## src/rtl/riscv_run_ctrl.sv

```systemverilog
// riscv_run_ctrl: reset sequencing, key debounce and run/halt/timeout control
// for the pipelined RISC-V core.
// Optional feature macro: RUN_CTRL_RESTART_EN (debounced press on key 0
// restarts the run from RUN, DONE or TIMEOUT).

// Per-channel two-flop synchroniser plus debounce counter.
module riscv_run_ctrl_deb #(
  parameter int DEB_CYCLES = 8
) (
  input  logic clk,
  input  logic reset,
  input  logic key_raw,
  output logic key,
  output logic key_pulse
);
  localparam int CW = $clog2(DEB_CYCLES);

  logic          s1, s2;
  logic [CW-1:0] cnt;

  // Synchronise, then accept a new level only after DEB_CYCLES mismatching edges.
  always_ff @(posedge clk) begin
    if (!reset) begin
      s1        <= 1'b0;
      s2        <= 1'b0;
      key       <= 1'b0;
      key_pulse <= 1'b0;
      cnt       <= '0;
    end else begin
      s1        <= key_raw;
      s2        <= s1;
      key_pulse <= 1'b0;
      if (s2 == key) begin
        cnt <= '0;
      end else if (cnt == CW'(DEB_CYCLES - 1)) begin
        key       <= s2;
        key_pulse <= s2;   // pulse only when the accepted level is 1
        cnt       <= '0;
      end else begin
        cnt <= cnt + CW'(1);
      end
    end
  end
endmodule

module riscv_run_ctrl #(
  parameter int KEY_CH     = 4,
  parameter int DEB_CYCLES = 8,
  parameter int RST_HOLD   = 4,
  parameter int CNT_W      = 32,
  parameter int MAX_CYCLES = 0
) (
  input  logic              clk,
  input  logic              reset,
  input  logic [KEY_CH-1:0] key_raw,
  input  logic              halt,
  output logic              core_reset_n,
  output logic [KEY_CH-1:0] key,
  output logic [KEY_CH-1:0] key_pulse,
  output logic [CNT_W-1:0]  cycle_cnt,
  output logic              running,
  output logic              done,
  output logic              timeout
);
  localparam int HW = (RST_HOLD > 1) ? $clog2(RST_HOLD) : 1;

  typedef enum logic [1:0] {ST_HOLD, ST_RUN, ST_DONE, ST_TMO} state_t;

  state_t           state, state_n;
  logic [HW-1:0]    hold_cnt, hold_n;
  logic [CNT_W-1:0] cnt_n;
  logic             crn_n, run_n, done_n, tmo_n;

  genvar i;
  generate
    for (i = 0; i < KEY_CH; i++) begin : g_deb
      riscv_run_ctrl_deb #(.DEB_CYCLES(DEB_CYCLES)) u_deb (
        .clk       (clk),
        .reset     (reset),
        .key_raw   (key_raw[i]),
        .key       (key[i]),
        .key_pulse (key_pulse[i])
      );
    end
  endgenerate

  // State and registered outputs.
  always_ff @(posedge clk) begin
    if (!reset) begin
      state        <= ST_HOLD;
      hold_cnt     <= '0;
      cycle_cnt    <= '0;
      core_reset_n <= 1'b0;
      running      <= 1'b0;
      done         <= 1'b0;
      timeout      <= 1'b0;
    end else begin
      state        <= state_n;
      hold_cnt     <= hold_n;
      cycle_cnt    <= cnt_n;
      core_reset_n <= crn_n;
      running      <= run_n;
      done         <= done_n;
      timeout      <= tmo_n;
    end
  end

  // Next state and next output values; DONE/TIMEOUT hold everything.
  always_comb begin
    state_n = state;
    hold_n  = hold_cnt;
    cnt_n   = cycle_cnt;
    crn_n   = core_reset_n;
    run_n   = running;
    done_n  = done;
    tmo_n   = timeout;
    case (state)
      ST_HOLD: begin
        if (hold_cnt == HW'(RST_HOLD - 1)) begin
          state_n = ST_RUN;
          hold_n  = '0;
          crn_n   = 1'b1;
          run_n   = 1'b1;
        end else begin
          hold_n = hold_cnt + HW'(1);
        end
      end
      ST_RUN: begin
        if (halt) begin
          state_n = ST_DONE;
          run_n   = 1'b0;
          done_n  = 1'b1;
        end else if (MAX_CYCLES > 0 && cycle_cnt == CNT_W'(MAX_CYCLES - 1)) begin
          state_n = ST_TMO;
          cnt_n   = CNT_W'(MAX_CYCLES);
          tmo_n   = 1'b1;
          run_n   = 1'b0;
          crn_n   = 1'b0;   // freeze the core
        end else if (cycle_cnt != '1) begin
          cnt_n = cycle_cnt + CNT_W'(1);   // saturate, never wrap
        end
      end
      default: ;
    endcase
`ifdef RUN_CTRL_RESTART_EN
    // Restart beats halt and timeout; ignored while already holding.
    if (key_pulse[0] && state != ST_HOLD) begin
      state_n = ST_HOLD;
      hold_n  = '0;
      cnt_n   = '0;
      crn_n   = 1'b0;
      run_n   = 1'b0;
      done_n  = 1'b0;
      tmo_n   = 1'b0;
    end
`endif
  end
endmodule

```

## config.mk

```make
export PLATFORM = sky130hd
export DESIGN_NAME = riscv_run_ctrl
export DESIGN_NICKNAME = d
export VERILOG_FILES = /design/src/rtl/riscv_run_ctrl.sv
export SDC_FILE = /design/constraint.sdc
export NUM_CORES = 1
export LEC_CHECK = 0
export BUFFER_PORTS_ARGS = -buffer_cell sky130_fd_sc_hd__buf_2
export CELL_PAD_IN_SITES_DETAIL_PLACEMENT = 0
export CELL_PAD_IN_SITES_GLOBAL_PLACEMENT = 2
export CORE_MARGIN = 5
export CORE_UTILIZATION = 34
export DETAILED_ROUTE_END_ITERATION = 7
export PLACE_DENSITY_LB_ADDON = 0.08
export SYNTH_ARGS = -nofsm -noshare
export SYNTH_HDL_FRONTEND = slang
export SYNTH_SLANG_ARGS = --single-unit
```

## constraint.sdc

```tcl
create_clock -name clk -period 2.3 [get_ports clk]
set_input_delay 0.115 -clock clk [delete_from_list [all_inputs] [get_ports clk]]
set_output_delay 0.115 -clock clk [all_outputs]
set_load 0.02 [all_outputs]
```

==> results.md <==
- Synth Area per Inst: 9.37 um^2
- Worst Path Class, Setup: reg2reg
- NumNets Final: 400
- Maximum clock path buffer count: 2
- WL per Instance: 14.5 um
- Fin. Hold Viols: 0
- CP Max Fanout: 11
- Drt pass-1 iters: 4
- Die Footprint: 0.0109 mm^2
- Critical path cell sequence: ha_1 > inv_1 > or3_1 > o311ai_2 > buf_4 > o311ai_0 > o41ai_1
- Cell area power density: 651 mW/mm^2
- Layout Area Growth over Synthesis: 21.3%
- Most common cell after layout, fill and taps aside: dfxtp_1
- Mapped Area: a little over 0.003 mm^2
- Post-route setup slack: 0.220 ns
- Status: complete, no violations
- Skew-Pair Late Insertion Delay: 0.34 ns
- CP startpoint kind: register
- Fin. max-slew vios: 0
- Hold crit path type: in2reg
- WL final: 7.21 mm
- Worst Max-Slew Pin Slew: around 0.53 ns
- Place WS: 0.204 ns
- First-pass GRT wire length: ~12 mm
- Post-synth net total: 340
- Worst VDD drop: 0.323 mV
- Most frequent cells in the layout: 65 x dfxtp_1, 49 x buf_2, 27 x nand2_1
- Antenna violations before repair: 0
- Drc violations: 0
- Final setup viols: 0
- Ys Warns: 0
- MaxCap Viol Count: 0
- Hold WS: 0.0865 ns
- Cell variety after synth: 52
- Aggregate negative setup slack: 0 ns
- Yosys reg bits: 66
- Fin crit period: between 2 and 2.5 ns
- Vias in the first global route: approximately 2500
- RD Place Congestion: 0.657
- Initial Util: 0.349
- Starting DRT DRC Count: 129
- Routed Antenna Nets: 0
- Final core occ: 0.423
- Top FF cell, synth: dfxtp_1
- CTS tree: done
- Fraction of the yosys area taken by sequential cells: 0.437
- Area of the core: ~0.0087 mm^2
- Overflow after GRT: 0
- Fraction of layout cells with a size suffix above 1: 0.294
- Root buf cell: clkbuf_8
- Number of diodes: 0
- Leakage: 1.45 nW
- Worst setup EP type: register
- Storage element area: 0.00132 mm^2
- IO buf count: 49
- Total chip power: between 2 and 2.5 mW
- Fmax: 481 MHz
- Crit path DAT: roughly 2.3 ns
- Vias per inst: 5.18
- Clock-pin slew on the worst setup and hold paths: roughly 0.08 ns
- H-tree depth: 3
- Rel. slew slack: 0.642
- Fin crit share: 0.904
- Filler cells: 899
- Worst path slowest cell: or3_1
- Die Y: between 100 and 150 um
- Total Routing Usage GR: 0.138
- Ys async rst share: 0
- Unrepaired setup endpoints after global routing: no
- Clk sinks: 66
- Via count: 2568
- Gate Count Post-Synth: 323
- CP max stage delay: 0.45 ns
- Detailed placer's ending HPWL: 4.91 mm
- EDFF count, synth: 0
- WP data required: 2.53 ns
- Total CTS buffers: 9
- I/O Pins: 51
- Row count: 34
- Pin count of the biggest net entering global routing: 34
- Area of the multi-input gates: 0.00153 mm^2
- Clock Skew: 0.00465 ns
- Die X: 104 um
==> Yosys cell counts (all sizes together), types with 3 or more instances <==
library cell  instances  share of area
or4                  10          0.029
inv                   9          0.011
clkbuf                7         0.0087
mux2i                 7          0.023
dfxtp                66           0.44
or3                  10          0.023
nand2b                6          0.012
nand2                27          0.033
and2                 17          0.035
nor2                 15          0.019
o41ai                 4          0.012
nand4                 7          0.017
buf                  15          0.041
o31ai                11          0.027
o21bai                3         0.0074
o21ai                12          0.022
o311ai                6          0.020
a21oi                24          0.050
and3                  4         0.0083
nand3                13          0.021
nor4                 10          0.021
nor3                  8          0.017
and4b                 4          0.013
xnor2                 4          0.012
ha                   10          0.041
==> through the flow <==
step,instance area (um^2),instances
finish,3670,496
global route,3670,496
CTS,3660,495
detailed placement,3400,475
global placement,3400,475
floorplan,3030,323
==> logic make-up after synthesis <==
| family | share of synthesized area |
|---|---|
| adders and majority gates | 0.0413 |
| AOI/OAI and AO/OA | 0.148 |
| other | 0.00124 |
| DFF | 0.437 |
| buffers and inverters | 0.0604 |
| and+or+nand+nor | 0.275 |
| xor gates and xnor gates | 0.0145 |
| muxes | 0.0232 |
==> area by class of cell <==
type                            instances  share of cell area
Multi-Input combinational cell        226               0.416
Sequential cell                        66               0.360
Timing Repair Buffer                   71               0.118
Tap cell                              108              0.0368
Clock buffer                           10              0.0348
Clock inverter                          6              0.0245
Inverter                                9             0.00920
==> timing repair <==
action | 4_1_cts | 5_1_grt
resized for setup | 0 | 2
hold buffers | 4 | 0
setup endpoints to repair | 0 | 2
setup buffers | 0 | 1
endpoints found under the hold margin | 4 | 0
==> worst max-delay path: cells and delay by family (launching register included) <==
kind	cells	cell delay [ns]
AO/OA/AOI/OAI	3	0.56
adder cells (fa/ha/maj)	1	0.24
buffers and inverters	2	0.31
flip-flops	1	0.42
AND/OR/NAND/NOR	1	0.45
==> flip-flops by register name, summed over array words and instances, names as in the netlist, 2 cells and up <==
register               count
g_deb.u_deb.s2             4
g_deb.u_deb.cnt           12
hold_cnt                   2
cycle_cnt                 32
g_deb.u_deb.key            4
state                      2
g_deb.u_deb.key_pulse      4
g_deb.u_deb.s1             4
==> path summary, 6_finish.rpt <==
| path | startpoint | endpoint | slack [ns] | cells after the start |
|---|---|---|---|---|
| worst min register to register | g_deb[2].u_deb.cnt[0]$_SDFF_PP0_ | g_deb[2].u_deb.cnt[0]$_SDFF_PP0_ | 0.44 | 1 |
| worst max-delay path | cycle_cnt[0]$_SDFFE_PN0P_ | cycle_cnt[23]$_SDFFE_PN0P_ | 0.22 | 7 |
| worst min-delay path | halt | state[1]$_SDFFE_PN0P_ | 0.09 | 3 |
| worst max register to register | cycle_cnt[0]$_SDFFE_PN0P_ | cycle_cnt[23]$_SDFFE_PN0P_ | 0.22 | 7 |
==> layer usage <==
metal | global-route usage | up-vias | wire length, um
met4 | 0.0509 | 0 | 91
met3 | 0.0453 | 8 | 368
met1 | 0.186 | 1209 | 3650
met5 | 0 | - | 0
li1 | - | 1303 | -
met2 | 0.204 | 48 | 3100
==> where the power goes <==
part	switching (mW)	total, mW	internal, mW
logic	0.0675	0.113	0.0457
registers	0.0181	1.19	1.17
clock network	0.476	1.09	0.615
(Power assumes the default switching activity.)
